<file path="src/rtl/rst_seq_pkg.sv">
// Shared types and encodings for the ordered reset-release sequencer.
package rst_seq_pkg;

  // Sequencer FSM states.
  typedef enum logic [1:0] {
    ST_RESET   = 2'd0,
    ST_STRETCH = 2'd1,
    ST_SEQ     = 2'd2,
    ST_DONE    = 2'd3
  } state_e;

  // Reset-cause encodings reported on rst_cause.
  localparam logic [1:0] CAUSE_POR = 2'b00;
  localparam logic [1:0] CAUSE_WDT = 2'b01;
  localparam logic [1:0] CAUSE_SW  = 2'b10;

  // Elaboration-time helper for sizing the shared down-counter.
  function automatic int max_int(input int a, input int b);
    return (a > b) ? a : b;
  endfunction

endpackage

</file>
<file path="src/rtl/rst_sync_2ff.sv">
// Two-flop reset synchronizer: asserts asynchronously, releases on the
// second clock edge after rstn goes high.
module rst_sync_2ff (
  input  logic clk,
  input  logic rstn,
  output logic rstn_s
);

  logic meta;

  // Shift a constant 1 through two flops; rstn low clears both at once.
  always_ff @(posedge clk or negedge rstn) begin
    if (!rstn) begin
      meta   <= 1'b0;
      rstn_s <= 1'b0;
    end else begin
      // NOTE: non-blocking assignments make rstn_s take meta's previous
      // value, so this really is a two-stage chain and not one flop.
      meta   <= 1'b1;
      rstn_s <= meta;
    end
  end

endmodule

</file>
<file path="src/rtl/rst_seq_ctrl.sv">
// Ordered reset-release sequencer: stretches reset, then releases each
// domain reset in turn with a programmable gap; restarts on watchdog or
// software request and records the cause of the last reset.
module rst_seq_ctrl
  import rst_seq_pkg::*;
#(
  parameter int NUM_RST = 4,
  parameter int DLY_W   = 8,
  parameter int STRETCH = 16
) (
  input  logic                     clk,
  input  logic                     rstn,
  input  logic                     wdt_rst,
  input  logic                     sw_rst_req,
  output logic                     sw_rst_ack,
  input  logic [NUM_RST*DLY_W-1:0] dly_cfg,
  output logic [NUM_RST-1:0]       rst_out_n,
  output logic                     seq_done,
  output logic [1:0]               rst_cause
);

  localparam int CNT_W    = max_int(DLY_W, $clog2(STRETCH));
  localparam int IDX_W    = (NUM_RST > 1) ? $clog2(NUM_RST) : 1;
  localparam int DLY_SLOTS = 2 ** IDX_W;

  localparam logic [CNT_W-1:0] STRETCH_LD = CNT_W'(STRETCH - 1);
  localparam logic [IDX_W-1:0] LAST_IDX   = IDX_W'(NUM_RST - 1);

  logic                 rstn_s;
  state_e               state;
  logic [CNT_W-1:0]     cnt;
  logic [IDX_W-1:0]     idx;
  logic [IDX_W-1:0]     idx_nxt;
  logic                 sw_armed;
  logic                 wdt_hit;
  logic                 sw_hit;
  logic [DLY_W-1:0]     dly_arr [DLY_SLOTS];

  rst_sync_2ff u_sync (
    .clk    (clk),
    .rstn   (rstn),
    .rstn_s (rstn_s)
  );

  // Unpack the gap fields; slots past NUM_RST are unreachable and read 0.
  for (genvar k = 0; k < DLY_SLOTS; k++) begin : g_dly
    if (k < NUM_RST) begin : g_used
      assign dly_arr[k] = dly_cfg[k*DLY_W +: DLY_W];
    end else begin : g_pad
      assign dly_arr[k] = '0;
    end
  end

  assign idx_nxt = idx + IDX_W'(1);

  // Trigger decode: watchdog restarts from any active state and beats a
  // software request in the same cycle, which then stays pending.
  always_comb begin
    // NOTE: every output of this block gets a default first, so no path
    // leaves a value unassigned and no latch can be inferred.
    wdt_hit = 1'b0;
    sw_hit  = 1'b0;
    if (state != ST_RESET) begin
      wdt_hit = wdt_rst;
    end
    if (state == ST_DONE && !wdt_rst) begin
      sw_hit = sw_rst_req && sw_armed;
    end
  end

  // Software request arming: one accepted request per high level.
  always_ff @(posedge clk or negedge rstn) begin
    if (!rstn) begin
      sw_armed <= 1'b1;
    end else if (sw_hit) begin
      sw_armed <= 1'b0;
    end else if (!sw_rst_req) begin
      sw_armed <= 1'b1;
    end
  end

  // Main sequencer: stretch, timed per-domain release, done, restart.
  always_ff @(posedge clk or negedge rstn) begin
    if (!rstn) begin
      state      <= ST_RESET;
      cnt        <= '0;
      idx        <= '0;
      rst_out_n  <= '0;
      seq_done   <= 1'b0;
      sw_rst_ack <= 1'b0;
      rst_cause  <= CAUSE_POR;
    end else begin
      sw_rst_ack <= 1'b0;
      if (wdt_hit || sw_hit) begin
        state     <= ST_STRETCH;
        cnt       <= STRETCH_LD;
        idx       <= '0;
        rst_out_n <= '0;
        seq_done  <= 1'b0;
        rst_cause <= wdt_hit ? CAUSE_WDT : CAUSE_SW;
      end else begin
        case (state)
          ST_RESET: begin
            if (rstn_s) begin
              state <= ST_STRETCH;
              cnt   <= STRETCH_LD;
            end
          end
          ST_STRETCH: begin
            if (cnt == '0) begin
              state <= ST_SEQ;
              idx   <= '0;
              cnt   <= CNT_W'(dly_arr[0]);
            end else begin
              cnt <= cnt - CNT_W'(1);
            end
          end
          ST_SEQ: begin
            if (cnt != '0) begin
              cnt <= cnt - CNT_W'(1);
            end else begin
              rst_out_n[idx] <= 1'b1;
              if (idx == LAST_IDX) begin
                state      <= ST_DONE;
                seq_done   <= 1'b1;
                sw_rst_ack <= (rst_cause == CAUSE_SW);
              end else begin
                idx <= idx_nxt;
                cnt <= CNT_W'(dly_arr[idx_nxt]);
              end
            end
          end
          default: begin
            // ST_DONE: hold all outputs released until a trigger.
          end
        endcase
      end
    end
  end

endmodule

</file>
<file path="config.mk">
export PLATFORM = sky130hd
export DESIGN_NAME = rst_seq_ctrl
export DESIGN_NICKNAME = d
export VERILOG_FILES = /design/src/rtl/rst_seq_pkg.sv /design/src/rtl/rst_sync_2ff.sv /design/src/rtl/rst_seq_ctrl.sv
export SDC_FILE = /design/constraint.sdc
export NUM_CORES = 1
export LEC_CHECK = 0
export ABC_AREA = 1
export CAP_MARGIN = 15
export CORE_MARGIN = 2
export CORE_UTILIZATION = 47
export CTS_BUF_LIST = sky130_fd_sc_hd__clkbuf_8
export CTS_CLUSTER_DIAMETER = 120
export CTS_CLUSTER_SIZE = 12
export DETAILED_ROUTE_END_ITERATION = 10
export GPL_ROUTABILITY_DRIVEN = 1
export PLACE_DENSITY = 0.77
export SYNTH_ARGS = -nofsm -noshare
export SYNTH_HDL_FRONTEND = slang
export SYNTH_SLANG_ARGS = --single-unit
</file>
<file path="constraint.sdc">
create_clock -name clk -period 2.1 [get_ports clk]
set_clock_uncertainty 0.15 [all_clocks]
set_input_delay 0.21 -clock clk [delete_from_list [all_inputs] [get_ports clk]]
set_output_delay 0.21 -clock clk [all_outputs]
set_load 0.02 [all_outputs]
</file>
* Yosys cells after proc, flatten, opt, wreduce, memory -nomap -nowiden *
Index checks and enable logic that the tools add are counted.

word-level totals
  register bits after elaboration = 23
  bits in latches = 0
  bits in writable memories = 0
  memory bits (read-only) = 0
  input bits = 36
  memories = 0

operators by class
  $add $sub $neg = 2
  $mul = 0
  div/mod/pow operators = 0
  $lt $le $gt $ge = 3
  eq/ne operators = 13
  shift-type cells = 0
  multiplexer cells = 38
  bitwise operators = 2
  reduce and logical (&&, ||, !) cells = 18

operator list
  cell                                                   count
  two-way mux 8 bit                                      7
  one-hot mux 8 bit (3 select lines)                     1
  two-way mux 2 bit                                      10
  binary-select mux 8 bit (select 2 bit)                 1
  two-way mux 1 bit                                      13
  two-way mux 4 bit                                      3
  inequality test 3 bit, second input constant           4
  == test 2 bit, second input constant                   4
  logical NOT 8 bit                                      1
  nonzero test 8 bit                                     1
  subtractor 8 x 1 -> 8 bit, second input constant       1
  one-hot mux 2 bit (3 select lines)                     1
  AND reduction 3 bit                                    2
  nonzero test 2 bit                                     3
  AND reduction 5 bit                                    1
  inequality test 4 bit, second input constant           1
  OR 4 bit                                               1
  one-hot mux 2 bit (2 select lines)                     1
  AND reduction 4 bit                                    1
  nonzero test 4 bit                                     1
  >= comparator 3 bit, second input constant             1
  logical AND 1 bit                                      3
  < comparator 2 x 3 -> 1 bit, second input constant     1
  inequality test 3 x 2 -> 1 bit, second input constant  1
  other kinds (12)                                       12

* Depth between registers and ports, before layout *
Gate-level depths: netlist of run 1.

  depth after elaboration = 9
  mapped depth = 15
  depth with buffers taken out = 12

* By module *
From an unflattened synthesis of run 1, not the netlist that was laid out.

unflattened totals
  cells, all modules = 303
  area, all modules = 1951.9 um^2

by module, submodules not included
  module        times used  cells an instance  area each (um^2)  sequential area each (um^2)
  rst_seq_ctrl  1           300                1898.1            526.8
  rst_sync_2ff  1           3                  53.8              50.0

* Least setup slack after synthesis of run 1 *
Ideal clock, no wire load.

  path type = flip-flop to flip-flop
  start point = register idx[0]
  end point = register cnt[1]
  library setup time = 0.065 ns
  arrival time = 1.765 ns
  path slack = 0.120 ns
  cell stages (with the launch flop) = 16
  path buffers = 3
  clock period less this slack = 1.980 ns
  cell sequence = dfrtp_1 -> buf_4 -> inv_4 -> buf_4 -> ha_1 -> buf_4 -> clkinv_1 -> nor2_1 -> nand2_1 -> nand2_1 -> nand2_1 -> nand2_1 -> nand2_1 -> nand2_1 -> nand2_1 -> nand2_1

on the way
  cells in the longest elaborated chain, start to end = 9
  elaborated cells on any way between the ends = 12
  classes of those cells = add/sub (1); eq/ne (2); mux (7); bitwise (1); reduce/logical (1)

RTL lines
  item                                                   RTL line             RTL
  start: declaration                                     rst_seq_ctrl.sv:32   logic [IDX_W-1:0] idx;
  start signal: assignment                               rst_seq_ctrl.sv:128  idx <= idx_nxt;
  adder 2 x 1 -> 2 bit                                   rst_seq_ctrl.sv:54   assign idx_nxt = idx + IDX_W'(1);
  inverter 2 -> 3 bit (not written as such)              rst_seq_ctrl.sv:129  cnt <= CNT_W'(dly_arr[idx_nxt]);
  binary-select mux 8 bit (select 2 bit)                 rst_seq_ctrl.sv:129
  two-way mux 8 bit (not written as such) (2 in series)  rst_seq_ctrl.sv:129
  two-way mux 8 bit                                      rst_seq_ctrl.sv:123  if (idx == LAST_IDX) begin
  two-way mux 8 bit                                      rst_seq_ctrl.sv:119  if (cnt != '0) begin
  one-hot mux 8 bit (3 select lines)                     rst_seq_ctrl.sv:102  case (state)
  two-way mux 8 bit                                      rst_seq_ctrl.sv:94   if (wdt_hit || sw_hit) begin
  end signal: assignment                                 rst_seq_ctrl.sv:113  cnt <= CNT_W'(dly_arr[0]);
  end signal: assignment                                 rst_seq_ctrl.sv:120  cnt <= cnt - CNT_W'(1);
  end signal: assignment                                 rst_seq_ctrl.sv:129
  end: declaration                                       rst_seq_ctrl.sv:31   logic [CNT_W-1:0] cnt;

Several ways; a longest one is shown, not always the timed one. The select of a mux whose other input is x is not followed.
A chain may end at the register's enable or synchronous reset.

* Final worst setup path of run 1 *
  start point = register state[0]
  end point = register cnt[2]

on the way
  cells in the longest elaborated chain, start to end = 6
  elaborated cells on any way between the ends = 15
  classes of those cells = eq/ne (5); mux (4); reduce/logical (6)

RTL lines
  item                                                            RTL line             RTL
  start: declaration                                              rst_seq_ctrl.sv:30   state_e state;
  start signal: assignment                                        rst_seq_ctrl.sv:85   state <= ST_RESET;
  start signal: assignment                                        rst_seq_ctrl.sv:95   state <= ST_STRETCH;
  start signal: assignment                                        rst_seq_ctrl.sv:105  state <= ST_STRETCH;
  == test 2 bit                                                   rst_seq_ctrl.sv:66   if (state == ST_DONE && !wdt_rst) begin
  logical AND 1 bit                                               rst_seq_ctrl.sv:66
  two-way mux 1 bit                                               rst_seq_ctrl.sv:66
  logical OR 1 bit                                                rst_seq_ctrl.sv:94
  inequality test 4 bit (no source line) (tied with other cells)  n/a
  AND reduction 3 bit (no source line)                            n/a
  end signal: assignment                                          rst_seq_ctrl.sv:113
  end signal: assignment                                          rst_seq_ctrl.sv:115  cnt <= cnt - CNT_W'(1);
  end signal: assignment                                          rst_seq_ctrl.sv:120

Several ways; a longest one is shown, not always the timed one.

==> results.toml, run 1 <==
[outcome]
outcome = "complete, no violations"

[layout]
drive_gt1_frac = 0.114
design_area_um2 = 2410
final_common_cell = "nand2_1"
synthToLayoutAreaGrowth_pct = 28.9
layout_common_cells = "nand2_1, clkdlybuf4s50_1, nand3_1"
diodes = 0
final_nets = 381

[route]
met3_length_um = 118
drt_wl_total_um = 4410
met2WireLength_um = 2300
route.detailed.drc = 0
wl_met1_um = 1990
antenna_left = 0
wl_per_cell_um = 11.6
initialDrtViolationCount = 77
vias = 1838
vias_per_cell = 4.84
dr.max_layer_used = "met3"
drt_pre_antenna_iters = 4

[die]
ios = 44
die_area_um2 = 4510
initial_core_util = 0.500
rows = 22
die_x_um = 67.1
die_h_um = 67.1
core-area_um2 = 3740

[timing]
period_minus_slack_ns = 1.87
rsz0062_at_grt = "no"
fin_crit_sh = 0.890
max_freq_mhz = 535
finalHoldViolations = 0
holdWs_ns = 0.145
drv_slew = 0
setup-tns-final_ns = 0
finalSetupViolCount = 0

[critical_path]
required_ns = 2.11
cp.buffers_inverters = 3
cp_top_family = "simple AND/OR/NAND/NOR gates"
end_kind = "flop"
setup.worst_path.start_class = "flop"
crit_fanout = 9
cp.arrival_ns = 1.88
cp_cell_sequence = "inv_1 > ha_1 > nor2_2 > inv_2 > nand2_2 > nor2_4 > nand3_2 > nand2_4 > inv_2 > nand2_1 > nand2_1"
crit_type = "flop to flop"
slowest_delay_ns = 0.43
slowest_stage = "dfrtp_1"

[yosys]
synth_area_leaders = "dfrtp_1, nand2_1, nand3_1, ha_1, inv_1"
syn_area_per_cell_um2 = 6.57
yosys_warnings = 0
synth_top_area_frac = 0.294
syn_inst = 285
yosysSeqAreaShare = 0.308
syn_nets = 333
syn_area_um2 = 1870
ys_types = 29
synth-seq-cells = 23
synth-edff-count = 0
async_flop_share = 1.00
synthFlopType = "dfrtp_1"
yosysTopAreaCell = "dfrtp_1"

[global_routing]
grt_max_degree = 24
grt-ovfl-total = 0
grt_pass1_wl_um = 7590
antenna_found_initial = 0
grt_pass1_vias = 1741
grt_use_total = 0.217

[clocking]
tritoncts = "done"
cts_buffers = 3
cts_setup_buffers = 0
cts_hold_buf = 0
root_buffer = "clkbuf_8"
clockBufferDepth = 2
ctsResizeCount = 0
clock-sinks = 23
cts.htree.levels = 1
clk_pin_slew_ns = 0.08
clk_latency_ns = 0.26

[placed_design]
gp_congestion = 0.860
place_area_um2 = 2370
place_hpwl_um = 3600
port_buffers = 43

[pwr]
powerDensity_nw_per_um2 = 1070
ir_worst_vdd_uv = 803
power.leakage_nw = 1.22

[job]
drv_cap = 0

[min_path]
min_path_type = "primary input to async pin"
-- cells by family after synthesis --
logic type | count (synthesis) | synth area share
AND/OR/NAND/NOR | 187 | 0.456
flip-flops | 23 | 0.308
other | 1 | 0.00200
buffers and inverters | 46 | 0.106
AO/OA/AOI/OAI | 14 | 0.0394
adder cells (fa/ha/maj) | 12 | 0.0802
XOR/XNOR | 2 | 0.00935
-- final cells by class --
type	instances	area (um2)
multi-input cells	216	1100
well taps	48	60.1
clock buffers	3	41.3
fillers	378	1330
inverters	39	149
repair buffers	50	483
clock inverters	1	5.00
flip-flops and latches	23	577
-- flip-flops by register name, indices dropped and copies added (netlist names) --
name	cells
seq_done	1
u_sync.rstn_s	1
rst_out_n	4
sw_armed	1
cnt	8
idx	2
state	2
u_sync.meta	1
sw_rst_ack	1
rst_cause	2
-- metal layers --
| layer | track usage | vias to the layer above |
|---|---|---|
| li1 | - | 972 |
| met1 | 0.274 | 835 |
| met2 | 0.403 | 31 |
| met3 | 0.0317 | 0 |
| met4 | 0.0230 | 0 |
| met5 | 0 | - |
-- worst register-to-register path, delay by kind of cell (launching register included) --
family	cells	cell delay [ns]
simple gates	7	0.74
flops	1	0.43
buf+inv	3	0.25
fa+ha+maj	1	0.20
-- worst paths after layout --
path | cells past startpoint | start | slack (ns) | end
setup / recovery | 11 | state[0] | 0.23 | cnt[2]
hold / removal | 2 | rstn | 0.15 | cnt[5]
setup reg to reg | 11 | state[0] | 0.23 | cnt[2]
hold reg to reg | 0 | u_sync.meta | 0.20 | u_sync.rstn_s
max in group asynchronous | 2 | rstn | 1.37 | sw_armed
min in group clk | 0 | u_sync.meta | 0.20 | u_sync.rstn_s
-- through the flow --
stage	instances	utilization	power, W	worst slack (ns)
floorplan	285	-	0.00189	0.120
global placement	376	0.632	0.00229	0.253
detailed placement	376	0.632	0.00233	0.238
CTS	380	0.645	0.00261	0.219
global route	380	0.645	0.00286	0.0786
finish	380	0.645	0.00259	0.230
-- where the power goes --
group	internal, W	switching [W]
registers	0.000547	0.0000966
clock network	0.000132	0.000136
logic	0.000620	0.00106
total	0.00130	0.00129
-- cell usage after synthesis (4+ instances only) --
library cell	number
inv_1	32
nor2_1	11
nor2_2	4
ha_1	12
nor2_4	5
nand2_2	4
o21ai_0	4
inv_2	5
dfrtp_1	22
nand3_1	34
nand2_1	118
o21ai_1	6
(Power assumes the default switching activity.)
==> inputs of run 2 (changes only) <==
CAP_MARGIN = 20   (was 15)
==> results of run 2 <==
Final layout, timing and power as in run 1 (identical DEF).
